<file path="src/rtl/regfile_cmd_ctrl.sv">
// Command front-end for an 8-entry register file: single-cycle writes and
// read bursts returned one word at a time over a valid/ready response port.
module regfile_cmd_ctrl #(
   parameter int unsigned WIDTH = 16,
   parameter int unsigned ADDR  = 3
) (
   input  logic             CLK,
   input  logic             RST,
   input  logic             cmd_valid,
   output logic             cmd_ready,
   input  logic             cmd_op,
   input  logic [ADDR-1:0]  cmd_addr,
   input  logic [2:0]       cmd_len,
   input  logic [WIDTH-1:0] cmd_data,
   output logic             rsp_valid,
   input  logic             rsp_ready,
   output logic [WIDTH-1:0] rsp_data,
   output logic [ADDR-1:0]  rsp_addr,
   output logic             rsp_last,
   output logic [ADDR-1:0]  Address,
   output logic             WrEn,
   output logic             RdEn,
   output logic [WIDTH-1:0] WrData,
   input  logic [WIDTH-1:0] RdData
);

   typedef enum logic [2:0] {StIdle, StWr, StRd, StCap, StRsp} state_e;

   state_e           state_q, state_d;
   logic [ADDR-1:0]  addr_q;
   logic [WIDTH-1:0] data_q;
   logic [2:0]       len_q;
   logic [2:0]       beat_q;
   logic [WIDTH-1:0] rsp_data_q;
   logic [ADDR-1:0]  rsp_addr_q;

   logic accept;
   logic rsp_fire;
   logic beat_end;

   assign accept   = cmd_valid && (state_q == StIdle);
   assign rsp_fire = rsp_ready && (state_q == StRsp);
   assign beat_end = (beat_q == len_q);

   always_ff @(posedge CLK or posedge RST) begin
      if (RST) begin
         state_q <= StIdle;
      end else begin
         state_q <= state_d;
      end
   end

   always_comb begin
      state_d = state_q;
      unique case (state_q)
         StIdle: begin
            if (accept) begin
               state_d = cmd_op ? StRd : StWr;
            end
         end
         StWr:  state_d = StIdle;
         StRd:  state_d = StCap;
         StCap: state_d = StRsp;
         StRsp: begin
            if (rsp_fire) begin
               state_d = beat_end ? StIdle : StRd;
            end
         end
         default: state_d = StIdle;
      endcase
   end

   always_comb begin
      cmd_ready = (state_q == StIdle);
      WrEn      = (state_q == StWr);
      RdEn      = (state_q == StRd);
      rsp_valid = (state_q == StRsp);
      rsp_last  = (state_q == StRsp) && beat_end;
   end

   // Command latch and burst address/beat bookkeeping.
   always_ff @(posedge CLK or posedge RST) begin
      if (RST) begin
         addr_q <= '0;
         data_q <= '0;
         len_q  <= '0;
         beat_q <= '0;
      end else if (accept) begin
         addr_q <= cmd_addr;
         data_q <= cmd_data;
         len_q  <= cmd_len;
         beat_q <= '0;
      end else if (rsp_fire && !beat_end) begin
         addr_q <= addr_q + {{(ADDR-1){1'b0}}, 1'b1};
         beat_q <= beat_q + 3'd1;
      end
   end

   // RdData is valid in the cycle after RdEn, i.e. while in StCap.
   always_ff @(posedge CLK or posedge RST) begin
      if (RST) begin
         rsp_data_q <= '0;
         rsp_addr_q <= '0;
      end else if (state_q == StCap) begin
         rsp_data_q <= RdData;
         rsp_addr_q <= addr_q;
      end
   end

   assign Address  = addr_q;
   assign WrData   = data_q;
   assign rsp_data = rsp_data_q;
   assign rsp_addr = rsp_addr_q;

endmodule

</file>
<file path="config.mk">
export PLATFORM = sky130hd
export DESIGN_NAME = regfile_cmd_ctrl
export DESIGN_NICKNAME = d
export VERILOG_FILES = /design/src/rtl/regfile_cmd_ctrl.sv
export SDC_FILE = /design/constraint.sdc
export NUM_CORES = 1
export LEC_CHECK = 0
export CAP_MARGIN = 20
export CORE_MARGIN = 2
export CORE_UTILIZATION = 37
export DETAILED_ROUTE_END_ITERATION = 12
export PLACE_DENSITY_LB_ADDON = 0.2
export SYNTH_ARGS = -nofsm -noshare
export SYNTH_HDL_FRONTEND = slang
export SYNTH_SLANG_ARGS = --single-unit
</file>
<file path="constraint.sdc">
create_clock -name CLK -period 1.85 [get_ports CLK]
set_input_delay 0.37 -clock CLK [delete_from_list [all_inputs] [get_ports CLK]]
set_output_delay 0.37 -clock CLK [all_outputs]
set_load 0.01 [all_outputs]
</file>
### Yosys cells after proc, flatten, opt, wreduce, memory -nomap -nowiden

Index checks and enable logic that the tools add are counted.

* flip-flop bits (word level): 47
* input bits: 43
* logic and storage cells: 33

* add/subtract/negate cells: 2
* equality and inequality tests: 7
* mux-type cells: 9
* reductions and logical operators: 8

Operators with widths (count)
* two-way mux 3 bit: 6
* case mux 3 bit (4 select lines): 1
* adder 3 x 1 -> 3 bit (second input constant): 2
* equality test 3 x 2 -> 1 bit (second input constant): 2
* logical AND 1 bit: 4
* two-way mux 2 bit: 2
* != test 2 x 1 -> 1 bit (second input constant): 2
* equality test 3 x 1 -> 1 bit (second input constant): 1
* equality test 3 bit: 1
* equality test 3 bit (second input constant): 1
* logical NOT 3 bit: 1
* AND reduction 2 bit: 1
* nonzero test 2 bit: 1
* logical NOT 1 bit: 1

### Depth between registers and ports, before layout

* word-level depth: 5
* gate-level depth with buffers: 6
* gate-level depth less buffers: 4

### Worst setup path before layout

Ideal clock, no wire load.

* kind: reg2reg
* start: register state_q[1]
* end: register addr_q[1], in the netlist Address[1]
* library setup time: 137 ps
* data arrival time: 1598 ps
* data required time: 1713 ps
* setup slack: 115 ps
* cell stages (with the launch flop): 6
* period minus slack after synthesis: 1735 ps
* cells stage by stage: dfrtp_1 -> buf_2 -> or3b_4 -> a311oi_4 -> mux2i_1 -> a21oi_1

* longest elaborated chain between the ends: 4
* elaborated cells between the ends (all ways): 7
* classes of those cells: eq/ne: 1; mux: 1; reduce/logical: 5

Ends and longest elaborated chain
* start, declared: RTL line 29 `state_e state_q, state_d;`
* start signal, assigned: RTL line 47 `state_q <= StIdle;`
* start signal, assigned: RTL line 49 `state_q <= state_d;`
* equality test 3 bit: RTL line 42 `assign rsp_fire = rsp_ready && (state_q == StRsp);`
* logical AND 1 bit: RTL line 42
* logical AND 1 bit: RTL line 93 `end else if (rsp_fire && !beat_end) begin`
* nonzero test 2 bit (no source line)
* end signal, assigned: RTL line 89 `addr_q <= cmd_addr;`
* end signal, assigned: RTL line 94 `addr_q <= addr_q + {{(ADDR-1){1'b0}}, 1'b1};`
* end, declared: RTL line 30 `logic [ADDR-1:0] addr_q;`

Parallel ways exist; a longest one is shown, timed or not.
A chain may end at the register's enable or synchronous reset.

### Worst setup path in the final report

* start: register state_q[0]
* end: output port rsp_valid

* longest elaborated chain between the ends: 1

Ends and longest elaborated chain
* equality test 3 bit: RTL line 77 `rsp_valid = (state_q == StRsp);`
* end, declared: RTL line 15 `output logic rsp_valid,`

Every way passes these cells.

==> flow_summary.ini <==
[routing]
wl_per_cell_um = 12.12
drc = 0
vias_per_cell = 4.441
vias = 1532
firstDrtPassIters = 4
ant_nets = 0
finalWirelength_um = 4183
drtIter0Drc = 53

[clock_tree]
cts-root-buf = clkbuf_8
cts_buffer_depth = 2
holdBufCountCts = 0
htree_num_levels = 2
clkLatencyLatePin_ns = 0.29
clk_pin_slew_ns = 0.09
cts_tree = yes
cts_setup_buffers = 0
cts_sinks = 47
cts_buffers = 5

[hold_path]
worst_hold_path_type = in2async

[logic_synthesis]
syn_avg_cell_area_sq_um = 10.90
synth_nets = 224
synth_edf_count = 0
synth_top_area_share = 0.6030
synthFlopType = dfrtp_1
ys_warn_count = 0
synth_cell_types = 25
synth_seq_cells = 47
ys_async_sr_fraction = 1.000
syn_inst = 179
ys_seq_area_frac = 0.6030
syn_area_sq_um = 1951
synth_top_area_cell = dfrtp_1
synthTopCellsByArea = dfrtp_1 (60%), nand2_1 (12%), mux2_2 (11%)

[timing]
fmax_mhz = 560.7
drv_slew = 0
setup_viol = 0
final.setup_skew_ns = 0.01293
finalCritPeriodShare = 0.9641
slew_headroom = 0.7548
grt_setup_unrepaired = false
tightest_slew_ns = 0.3678
tns_ns = 0
final.min_clock_period_ns = 1.784
final.setup.worst_slack_ns = 0.06645
hold_viol = 0

[die]
dieArea_sq_um = 5869
core-area_sq_um = 5107
die_x_um = 76.61
start_util = 0.3819
die_h_um = 76.61
ios = 86
num_rows = 26

[critical_path]
critPathMaxFanout = 4
r2r_slack_ns = 0.16
criticalPathCategory = reg2out
cp.arrival_ns = 1.41
reg2reg_to = beat_q[2]
cp.required_ns = 1.48
ff2ff_path_depth = 5
endpoint_kind = primary output
r2r-start = state_q[0]
start_kind = flip-flop

[global_routing]
grt_pass1_wl_um = 7224
grt_overflow = 0
grt_pass1_vias = 1594
antenna_found_initial = 0
grt_max_degree = 48
grt_usage = 0.1521

[finish]
antenna_cells = 0
final_area_sq_um = 3055
fin_nets = 319
area_growth_pct = 56.64
fillCellCount = 450
drive_gt1_frac = 0.1636

[place]
hpwl_um = 3023
post-place-ws_ns = 0.04076
io_buffers = 85
placed_cell_area_sq_um = 2962
place_congestion = 0.7180

[power_and_ir_drop]
finalPower_mw = 4.840
p_leak_nw = 1.397
power.density_nw_per_um2 = 1584
max-vdd-ir-drop_mv = 0.7099

[run]
drv_cap = 0

[outcome]
status = completed
-- synthesized netlist by cell type (2+ instances only) --
library cell / number
mux2i_1: 2
nand2_1: 63
dfrtp_1: 47
inv_1: 4
xnor2_1: 5
nor3_1: 3
nand3b_1: 2
ha_1: 2
mux2_2: 19
buf_1: 2
clkbuf_1: 4
a21oi_1: 4
nor3b_1: 2
o21ai_0: 2
nor2_1: 8
-- worst max-delay path by stage --
stage,start,to,slack (ns),cells past startpoint
global placement,state_q[0],rsp_last,0.04,3
finish,state_q[0],rsp_valid,0.07,3
CTS,state_q[0],rsp_last,0.02,3
detailed placement,state_q[0],rsp_last,0.04,3
floorplan,state_q[1],Address[1],0.12,5
global route,state_q[0],rsp_valid,0.008,3
-- area by class of cell --
type	count	area (sq um)	share of cell area
flip-flops and latches	47	1176	0.3849
repair buffers	96	948.4	0.3104
multi-input cells	120	729.5	0.2387
well taps	70	87.58	0.02867
clock buffers	6	82.58	0.02703
clock inverters	2	16.27	0.005324
inverters	4	15.01	0.004914
-- kinds of logic (layout without fill, tap and decap cells) --
group                    Yosys count  after routing  synth area share
adder cells (fa/ha/maj)            2              2           0.01283
AO/OA/AOI/OAI                     10             10           0.04170
AND/OR/NAND/NOR                   82             82            0.1745
buffers and inverters             12            108           0.02565
XOR/XNOR                           5              5           0.02245
multiplexers                      21             21            0.1200
flip-flops                        47             47            0.6030
-- report_power, final --
| part | switching, mW | internal (mW) |
|---|---|---|
| registers | 0.265 | 1.51 |
| clock network | 0.339 | 0.305 |
| logic | 1.01 | 1.41 |
-- critical path: stages (launching register included) --
cell and delay, ns:
dfrtp_1 0.38, or3b_4 0.43, inv_1 0.06, dlygate4sd2_1 0.26
-- per-layer routing --
metal / GRT usage / part of all wire / wire length [um]
met1: 0.1865 / 0.45 / 1887
met2: 0.2602 / 0.47 / 1957
met3: 0.04502 / 0.073 / 304
met4: 0.04364 / 0.0081 / 34
met5: 0 / 0 / 0
-- metrics by stage --
stage | cells | util | hold slack [ns]
after floorplan | 179 | - | 0.4659
after global placement | 337 | 0.5799 | 0.4567
after detailed placement | 337 | 0.5799 | 0.4626
after CTS | 345 | 0.5992 | 0.4360
after global routing | 345 | 0.5982 | 0.4608
final | 345 | 0.5982 | 0.4324
-- placed cells by master (no fill, tap or decap), types with 3 or more instances in the layout --
| cell type | count |
|---|---|
| dfrtp_1 | 47 |
| clkdlybuf4s50_1 | 80 |
| dlygate4sd2_1 | 4 |
| xnor2_1 | 5 |
| nor2_1 | 8 |
| nand2_1 | 63 |
| clkbuf_8 | 6 |
| inv_1 | 3 |
| mux2_2 | 19 |
| buf_4 | 9 |
| a21oi_1 | 4 |
-- timing repair --
action	in CTS	in global routing
endpoints found under the hold margin	0	0
gates resized for setup	7	1
endpoints found under the setup margin	5	1
-- state kept, by name, indices dropped and copies added (netlist names) --
name	count
Address	3
WrData	16
beat_q	3
len_q	3
rsp_addr	3
rsp_data	16
state_q	3
(Power assumes the default switching activity.)
